## src/rtl/trace_match_event_encoder.sv

```systemverilog
// trace_match_event_encoder
//   Turns per-cycle match-rule hits from the trace pattern matcher into timestamped
//   sniff-FIFO words. A short gap (< 64 cycles) produces one DATA word. A long gap
//   produces a TIME word followed by a DATA word whose short time is relative to it.
//
// Ports
//   trace_clk        sole clock
//   reset            synchronous, active-high
//   capture_en       high while armed/capturing
//   match_valid      one-cycle strobe: at least one enabled rule matched
//   match_rule       bitmask of matching rules, qualified by match_valid
//   fifo_full        FIFO programmable-full (fewer than 2 entries free)
//   fifo_wr_en       registered FIFO write strobe
//   fifo_wr_data     registered FIFO write word
//   overflow_blocked sticky: a word was dropped because the FIFO was full
module trace_match_event_encoder #(
  parameter int unsigned pFULL_LEN  = 16,
  parameter int unsigned pNUM_RULES = 8
) (
  input  logic                  trace_clk,
  input  logic                  reset,
  input  logic                  capture_en,
  input  logic                  match_valid,
  input  logic [pNUM_RULES-1:0] match_rule,
  input  logic                  fifo_full,
  output logic                  fifo_wr_en,
  output logic [pFULL_LEN+1:0]  fifo_wr_data,
  output logic                  overflow_blocked
);

  localparam int unsigned ShortLen = 6;
  localparam int unsigned WordW    = pFULL_LEN + 2;

  localparam logic [1:0] CmdData = 2'b00;
  localparam logic [1:0] CmdTime = 2'b10;

  typedef enum logic {StIdle, StPend} state_e;

  state_e                 state_q, state_d;
  logic [pFULL_LEN-1:0]   cnt_q, cnt_d;
  logic [pNUM_RULES-1:0]  pend_rule_q, pend_rule_d;
  logic [ShortLen-1:0]    pend_time_q, pend_time_d;
  logic                   wr_en_q, wr_en_d;
  logic [WordW-1:0]       wr_data_q, wr_data_d;
  logic                   blocked_q, blocked_d;

  logic                   evt;
  logic                   is_short;
  logic                   want_wr;
  logic [WordW-1:0]       word;
  logic                   halt;

  function automatic logic [WordW-1:0] data_word(logic [ShortLen-1:0]   t,
                                                 logic [pNUM_RULES-1:0] r);
    logic [WordW-1:0] w;
    w = '0;
    w[1:0] = CmdData;
    w[ShortLen+1:2] = t;
    w[ShortLen+2 +: pNUM_RULES] = r;
    return w;
  endfunction

  function automatic logic [WordW-1:0] time_word(logic [pFULL_LEN-1:0] t);
    return {t, CmdTime};
  endfunction

  assign evt      = capture_en & match_valid;
  assign is_short = (cnt_q[pFULL_LEN-1:ShortLen] == '0);

  // Inter-event counter: held at 0 when disarmed, restarts at 1 after an event,
  // saturates rather than wrapping so a maxed TIME word means "at least this long".
  always_comb begin
    cnt_d = cnt_q;
    if (!capture_en) begin
      cnt_d = '0;
    end else if (evt) begin
      cnt_d = pFULL_LEN'(1);
    end else if (!(&cnt_q)) begin
      cnt_d = cnt_q + pFULL_LEN'(1);
    end
  end

  // Candidate word for this cycle, before arming/overflow gating.
  always_comb begin
    want_wr = 1'b0;
    word    = '0;
    unique case (state_q)
      StIdle: begin
        if (evt) begin
          want_wr = 1'b1;
          word    = is_short ? data_word(cnt_q[ShortLen-1:0], match_rule) : time_word(cnt_q);
        end
      end
      StPend: begin
        want_wr = 1'b1;
        word    = data_word(pend_time_q, pend_rule_q);
      end
    endcase
  end

  // Disarm, an existing block, or a fresh drop all abandon any pending word.
  assign halt = !capture_en || blocked_q || (want_wr && fifo_full);

  // Next-state logic.
  always_comb begin
    state_d = state_q;
    if (halt) begin
      state_d = StIdle;
    end else begin
      unique case (state_q)
        StIdle: if (evt && !is_short) state_d = StPend;
        StPend: state_d = evt ? StPend : StIdle;
      endcase
    end
  end

  // Output / datapath logic.
  always_comb begin
    wr_en_d     = !halt && want_wr;
    wr_data_d   = (!halt && want_wr) ? word : '0;
    blocked_d   = capture_en && (blocked_q || (want_wr && fifo_full));
    pend_rule_d = '0;
    pend_time_d = '0;
    if (state_d == StPend) begin
      // After a TIME word the DATA is relative to it (0); back-to-back events are 1 apart.
      pend_rule_d = match_rule;
      pend_time_d = (state_q == StPend) ? ShortLen'(1) : '0;
    end
  end

  always_ff @(posedge trace_clk) begin
    if (reset) begin
      state_q     <= StIdle;
      cnt_q       <= '0;
      pend_rule_q <= '0;
      pend_time_q <= '0;
      wr_en_q     <= 1'b0;
      wr_data_q   <= '0;
      blocked_q   <= 1'b0;
    end else begin
      state_q     <= state_d;
      cnt_q       <= cnt_d;
      pend_rule_q <= pend_rule_d;
      pend_time_q <= pend_time_d;
      wr_en_q     <= wr_en_d;
      wr_data_q   <= wr_data_d;
      blocked_q   <= blocked_d;
    end
  end

  assign fifo_wr_en       = wr_en_q;
  assign fifo_wr_data     = wr_data_q;
  assign overflow_blocked = blocked_q;

endmodule
```

## config.mk

```make
export PLATFORM = sky130hd
export DESIGN_NAME = trace_match_event_encoder
export DESIGN_NICKNAME = d
export VERILOG_FILES = /design/src/rtl/trace_match_event_encoder.sv
export SDC_FILE = /design/constraint.sdc
export NUM_CORES = 1
export LEC_CHECK = 0
export ABC_CLOCK_PERIOD_IN_PS = 2250
export BUFFER_PORTS_ARGS = -buffer_cell sky130_fd_sc_hd__clkbuf_2
export CORE_MARGIN = 5
export CORE_UTILIZATION = 54
export DETAILED_ROUTE_END_ITERATION = 16
export PLACE_DENSITY = 0.77
export SYNTH_ARGS = -nofsm -noshare
export SYNTH_HDL_FRONTEND = slang
export SYNTH_SLANG_ARGS = --single-unit
```

## constraint.sdc

```tcl
create_clock -name trace_clk -period 2.25 [get_ports trace_clk]
set_input_delay 0.1125 -clock trace_clk [delete_from_list [all_inputs] [get_ports trace_clk]]
set_output_delay 0.1125 -clock trace_clk [all_outputs]
set_load 0.01 [all_outputs]
```

==> results of run 1 <==
==> registers in the layout, indices dropped and copies added, names as in the netlist <==
name,flops
cnt_q,16
fifo_wr_data,17
fifo_wr_en,1
overflow_blocked,1
pend_rule_q,8
pend_time_q,1
state_q,1
==> report_power, final <==
group | leakage (uW) | switching, uW | internal [uW]
combinational | 0.000546 | 28.7 | 28.8
clock | 0.0000352 | 272 | 124
sequential | 0.000363 | 4.40 | 802
total | 0.000944 | 305 | 955
==> through the flow <==
| stage | std cells | worst slack [ns] |
|---|---|---|
| 5_1_grt | 279 | 0.1137 |
| 4_1_cts | 279 | 0.2049 |
| 3_3_place_gp | 263 | 0.3974 |
| 3_5_place_dp | 263 | 0.2534 |
| 2_1_floorplan | 188 | 0.4484 |
| 6_report | 279 | 0.1866 |
==> worst max-delay path, stage by stage (launching register included) <==
cell and delay (ns):
dfxtp_1 0.52, ha_1 0.28, inv_1 0.13, or4_4 0.57, o211a_1 0.26, a311oi_2 0.23
==> layer usage <==
layer / vias to the layer above / global-route usage
met2: 40 / 0.3445
met1: 734 / 0.2425
met3: 6 / 0.04376
met4: 0 / 0.08029
met5: - / 0
li1: 781 / -
==> cell usage after synthesis (3+ instances only) <==
cell type	instances	area [sq um]
o21ai_0	4	20.02
inv_1	5	18.77
dfxtp_1	45	900.9
nand2_1	12	45.04
clkbuf_1	3	11.26
nor3_1	4	20.02
a22o_1	9	78.83
a31oi_1	3	18.77
a21o_1	8	60.06
and2_1	15	93.84
nand3_1	8	40.04
a211oi_1	3	22.52
o21ai_1	3	15.01
o211ai_1	3	22.52
nor2_1	8	30.03
a21oi_1	12	60.06
or2_2	3	18.77
buf_4	3	22.52
==> cell type report <==
type,instances,share of cell area
clock buffer,5,0.01699
clock inverter,3,0.01019
inverter,5,0.008494
multi-input combinational,130,0.4037
sequential,45,0.4077
tap,46,0.02605
timing repair buffer,45,0.1268
==> cell families after synthesis <==
| family | Yosys count | synth area share |
|---|---|---|
| compound gates | 52 | 0.1996 |
| simple gates | 73 | 0.2554 |
| mux | 2 | 0.01075 |
| flops | 45 | 0.4839 |
| fa+ha+maj | 1 | 0.006719 |
| xor+xnor | 1 | 0.004705 |
| buf+inv | 13 | 0.03696 |
| other cells | 1 | 0.002014 |
==> worst max-delay path by stage <==
stage	start	to	slack [ns]	cells after the start
after floorplan	cnt_q[0]$_SDFFE_PP0P_	cnt_q[0]$_SDFFE_PP0P_	0.45	5
after global placement	cnt_q[0]$_SDFFE_PP0P_	cnt_q[0]$_SDFFE_PP0P_	0.40	5
after detailed placement	cnt_q[0]$_SDFFE_PP0P_	cnt_q[0]$_SDFFE_PP0P_	0.25	5
after CTS	cnt_q[0]$_SDFFE_PP0P_	cnt_q[0]$_SDFFE_PP0P_	0.20	5
after global routing	cnt_q[0]$_SDFFE_PP0P_	cnt_q[0]$_SDFFE_PP0P_	0.11	5
final	cnt_q[0]$_SDFFE_PP0P_	cnt_q[0]$_SDFFE_PP0P_	0.19	5
==> out/results.ini, run 1 <==
[clock_tree]
cts_buffers = 5
htreeDepth = 2
root_buffer = clkbuf_4
clock_latency_ns = 0.37
cts_tree = yes
cts_sinks = 45
cts_hold_buf = 8
clk_pin_slew_worst_paths_ns = 0.14
cts_setup_buffers = 0
cts.path.max_buffers = 2
postCtsResizedCells = 0

[floorplan]
rows = 21
die_w_um = 68.72
die_y_um = 68.72
start_util = 0.5579
pin_count = 33
dieArea_sq_um = 4722
core-area_sq_um = 3337

[detailed_routing]
dr.pass1.iters = 5
vias = 1561
drt_iter0_markers = 121
route.detailed.drc = 0
routed_via_density = 5.595
ant_nets = 0
met2_length_mm = 2.072
top_layer = met4
wl_met3_um = 224
wl_per_cell_um = 15.01
drt-met1-wl_mm = 1.822
routed_wl_mm = 4.188

[logic_synthesis]
syn_inst = 188
dominantRegCellSynth = dfxtp_1
synth_area_sq_um = 1862
yosys_warnings = 0
synth_edf_count = 0
synth_cell_types = 47
synth_seq_cells = 45
syn_avg_cell_area_sq_um = 9.903
syn_nets = 202
async_reset_ff_frac = 0
seq_area_frac_synth = 0.4839

[sta]
rsz0062_at_grt = false
setup-tns-final_ns = 0
worst_hold_slack_ns = 0.01561
max_freq_ghz = 0.4846
fin_worst_skew_ns = 0.01242
worst_pin_slew_ns = 0.5619
final_hold_viol_count = 0
max_slew_margin = 0.6219
slew_violations = 0
fin_crit_ns = 2.063
finalSetupViolCount = 0
finalCritPeriodShare = 0.9171

[critical_path]
r2r_slack_ns = 0.19
crit_type = reg -> reg
r2r.worst_path.cells = 5
crit_fanout = 8
startpoint_type = flip-flop
critPathRequiredTime_ns = 2.55
r2r_end = cnt_q[0]$_SDFFE_PP0P_
rr_startpoint = cnt_q[0]$_SDFFE_PP0P_
crit_arrival_ns = 2.36
cp-end-kind = flip-flop

[global_routing]
grt_max_degree = 17
grt_overflow = 0
gr-usage-all-layers = 0.2006
grt_pass1_vias = 1562
grt_pass1_wl_mm = 7.058
antenna_found_initial = 0

[placement]
port_buffers = 31
gp_congestion = 0.8440
placed_cell_area_sq_um = 2069
dp_hpwl_mm = 2.976

[cells_and_area]
mostFrequentLayoutCell = dfxtp_1
antenna_cells = 0
drive_gt1_frac = 0.2532
syn_to_final_growth_pct = 18.68
final_core_util = 0.6622
seq_area_sq_um = 900.9
fillerInstances = 287
final_nets = 246
multi_input_area_sq_um = 892.1
final_area_sq_um = 2210
final_cell_mix = 45 x dfxtp_1, 31 x clkbuf_2, 15 x and2_1

[pwr]
power-per-cell-area_nw_per_um2 = 570.0
p_total_uw = 1259
leakagePower_uw = 0.0009439
peakVddDrop_v = 0.0002853

[job]
drv_cap = 0

[hold_path]
worstHoldStart = fifo_full
hold_end = overflow_blocked$_SDFF_PP0_
hold_class = in -> reg
whs_path_depth = 3

[outcome]
status = finished, final reports clean

No activity file was read; power rests on OpenSTA's default activity.
==> run 2: changes to the inputs <==
--- a/config.mk
+++ b/config.mk
@@ -7,2 +7,3 @@
 export LEC_CHECK = 0
+export ABC_AREA = 1
 export ABC_CLOCK_PERIOD_IN_PS = 2250
@@ -12,2 +13,3 @@
 export DETAILED_ROUTE_END_ITERATION = 16
+export GPL_TIMING_DRIVEN = 0
 export PLACE_DENSITY = 0.77
==> constraint.sdc (replaced) <==
create_clock -name trace_clk -period 2.25 [get_ports trace_clk]
set_input_delay 0.225 -clock trace_clk [delete_from_list [all_inputs] [get_ports trace_clk]]
set_output_delay 0.225 -clock trace_clk [all_outputs]
set_load 0.01 [all_outputs]
==> run 2 against run 1 <==
Compared with the run above:
- critical path type unchanged
- worst setup slack improved by 0.34 ns
- clock skew fell by 0.0043 ns
- non-clock buffer count fell by 11
- sequential share of layout area rose by 0.40 points
- critical path depth rose by 4
==> out/results.ini, run 2 <==
[outcome]
status = finished, final reports clean

[cells_and_area]
final_cell_mix = 64 x nand2_1, 45 x dfxtp_1
syn_to_final_growth_pct = 14.16
seq_area_sq_um = 900.9  ; unchanged
final_nets = 315  ; +28%
mostFrequentLayoutCell = nand2_1
fillerInstances = 321  ; +12%
largest_reg_flops = 17  ; unchanged
drive_gt1_frac = 0.2152  ; -0.03799
final_area_sq_um = 2188  ; -0.96%
stdcell_count = 348  ; +25%
multi_input_area_sq_um = 843.3  ; -5.5%
antenna_cells = 0  ; unchanged

[placement]
dp_hpwl_mm = 2.904  ; -2.4%
port_buffers = 31  ; unchanged
gp_congestion = 0.9098  ; +7.8%
placed_cells = 340  ; +29%
placed_cell_area_sq_um = 2130  ; +2.9%

[pwr]
power-per-cell-area_nw_per_um2 = 568.4  ; -0.27%
leakagePower_uw = 0.0009538  ; +1.0%
p_total_uw = 1244  ; -1.2%
peakVddDrop_v = 0.0003724  ; +31%

[critical_path]
startpoint_type = flip-flop
crit_fanout = 10  ; +2
cp-end-kind = flip-flop
crit_type = reg -> reg
critPathRequiredTime_ns = 2.52  ; -0.03 ns
crit_arrival_ns = 1.99  ; -0.37 ns

[floorplan]
die_w_um = 69.58  ; +1.3%
start_util = 0.5655  ; +0.007592
die_y_um = 69.58  ; +1.3%
dieArea_sq_um = 4841  ; +2.5%
core-area_sq_um = 3390  ; +1.6%
pin_count = 33  ; unchanged
rows = 21  ; unchanged

[sta]
fin_worst_skew_ns = 0.008091  ; -0.004333 ns
setup-tns-final_ns = 0  ; unchanged
slew_violations = 0  ; unchanged
max_freq_ghz = 0.5813  ; +20%
rsz0062_at_grt = false
final_hold_viol_count = 0  ; unchanged
fin_crit_ns = 1.720  ; -0.3433 ns
finalSetupViolCount = 0  ; unchanged
finalCritPeriodShare = 0.7645  ; -0.1526

[detailed_routing]
route.detailed.drc = 0  ; unchanged
vias = 1697  ; +8.7%
dr.pass1.iters = 5  ; unchanged
drt_iter0_markers = 87  ; -28%
ant_nets = 0  ; unchanged
wl_per_cell_um = 10.88  ; -28%
routed_wl_mm = 3.785  ; -9.6%
routed_via_density = 4.876  ; -13%

[clock_tree]
cts_sinks = 45  ; unchanged
cts_tree = yes
clk_pin_slew_worst_paths_ns = 0.14  ; about the same
clock_latency_ns = 0.36  ; about the same
root_buffer = clkbuf_4
cts_hold_buf = 0  ; -8
cts_setup_buffers = 0  ; unchanged
postCtsResizedCells = 0  ; unchanged
cts_buffers = 5  ; unchanged
htreeDepth = 2  ; unchanged
cts.path.max_buffers = 2  ; unchanged

[logic_synthesis]
yosysMostFrequentCell = nand2_1
dominantRegCellSynth = dfxtp_1
syn_inst = 263  ; +40%
synth_cell_types = 25  ; -47%
seq_area_frac_synth = 0.4700  ; -0.01390
synth_commonest_cells = 64 x nand2_1, 45 x dfxtp_1, 31 x inv_1, 31 x nand3_1, 31 x nor2_1
synth_edf_count = 0  ; unchanged
async_reset_ff_frac = 0  ; unchanged
syn_nets = 277  ; +37%
syn_avg_cell_area_sq_um = 7.288  ; -26%
ys_top_cells_by_area = dfxtp_1 47%, nand2_1 13%, nand3_1 8.1%, inv_1 6.1%, nor2_1 6.1%
synth_area_sq_um = 1917  ; +3.0%
synth_seq_cells = 45  ; unchanged
yosys_warnings = 0  ; unchanged
synth_top_area_cell = dfxtp_1
netlist.area_leader.share = 0.4700  ; -0.01390

[global_routing]
busiest_layer = met2
grt_pass1_vias = 1489  ; -4.7%
antenna_found_initial = 0  ; unchanged
gr-usage-all-layers = 0.1601  ; -0.04050
grtUsageMet3 = 0.05362  ; +0.009863
use_met1 = 0.1957  ; -0.04674
grt_use_met2 = 0.2564  ; -0.08810
grt_overflow = 0  ; unchanged
grt_pass1_wl_mm = 6.327  ; -10%
grt_max_degree = 16  ; -1

[hold_path]
hold_class = in -> reg

[job]
drv_cap = 0  ; unchanged

## run 2: cell types whose count changed in the layout (fill, tap and decap cells not counted), moves of 4 or more
cell	delta
and2_1	-15
nor2_4	+4
nand2_1	+52
a21o_1	-8
inv_1	+26
inv_2	+9
buf_4	-5
a22o_1	-9
dlygate4sd3_1	-8
a31oi_1	+5
nor2_1	+23
nand3_1	+23
## run 2: worst max-delay path, stage by stage (launching register included)
cell	delay (ns)
dfxtp_1	0.46
ha_1	0.24
nand2_1	0.11
nor2_1	0.23
nand2_4	0.09
nor2_4	0.16
inv_2	0.08
buf_6	0.15
nand2_1	0.06
a21oi_1	0.05
## run 2: per-stage QoR
stage,setup WS (ns),hold WS (ns),util
4_1_cts,0.5215,0.04235,0.6456
3_3_place_gp,0.5788,0.4311,0.6283
6_report,0.5298,0.05216,0.6456
3_5_place_dp,0.5544,0.4353,0.6283
5_1_grt,0.3835,0.04960,0.6456
2_1_floorplan,0.7879,0.3372,-
## run 2: cell families (layout without fill, tap and decap cells)
family                     after synthesis  in the layout  synth area share
adders and majority gates                1              1          0.006526
AOI/OAI and AO/OA                       26             26           0.07507
and+or+nand+nor                        147            147            0.3564
other                                    1              1          0.001956
DFF                                     45             45            0.4700
buffers and inverters                   43             82           0.09008
## run 2: final cells by class
class                   instances  area share
plain buffers                   3     0.01029
clock buffers                   5     0.01715
clock inverters                 3    0.009720
inverters                      40     0.06861
multi-input cells             175      0.3854
flip-flops and latches         45      0.4117
well taps                      46     0.02630
repair buffers                 31     0.07090
## run 2: path summary, 6_finish.rpt
| check | from | to | slack (ns) | depth (start not counted) |
|---|---|---|---|---|
| max | cnt_q[0]$_SDFFE_PP0P_ | cnt_q[1]$_SDFFE_PP0N_ | 0.53 | 9 |
| min reg2reg | pend_rule_q[7]$_SDFF_PP0_ | fifo_wr_data[15]$_SDFF_PP0_ | 0.45 | 2 |
| min | match_rule[3] | pend_rule_q[3]$_SDFF_PP0_ | 0.05 | 3 |
| max reg2reg | cnt_q[0]$_SDFFE_PP0P_ | cnt_q[1]$_SDFFE_PP0N_ | 0.53 | 9 |
## run 2: power by group
part | internal (uW) | switching (uW)
logic | 19.7 | 29.3
registers | 799 | 2.59
clock network | 124 | 269
## run 2: metal layers
metal | share of wire | vias up
li1 | - | 910
met1 | 0.46 | 732
met2 | 0.45 | 44
met3 | 0.065 | 11
met4 | 0.025 | 0
met5 | 0 | -
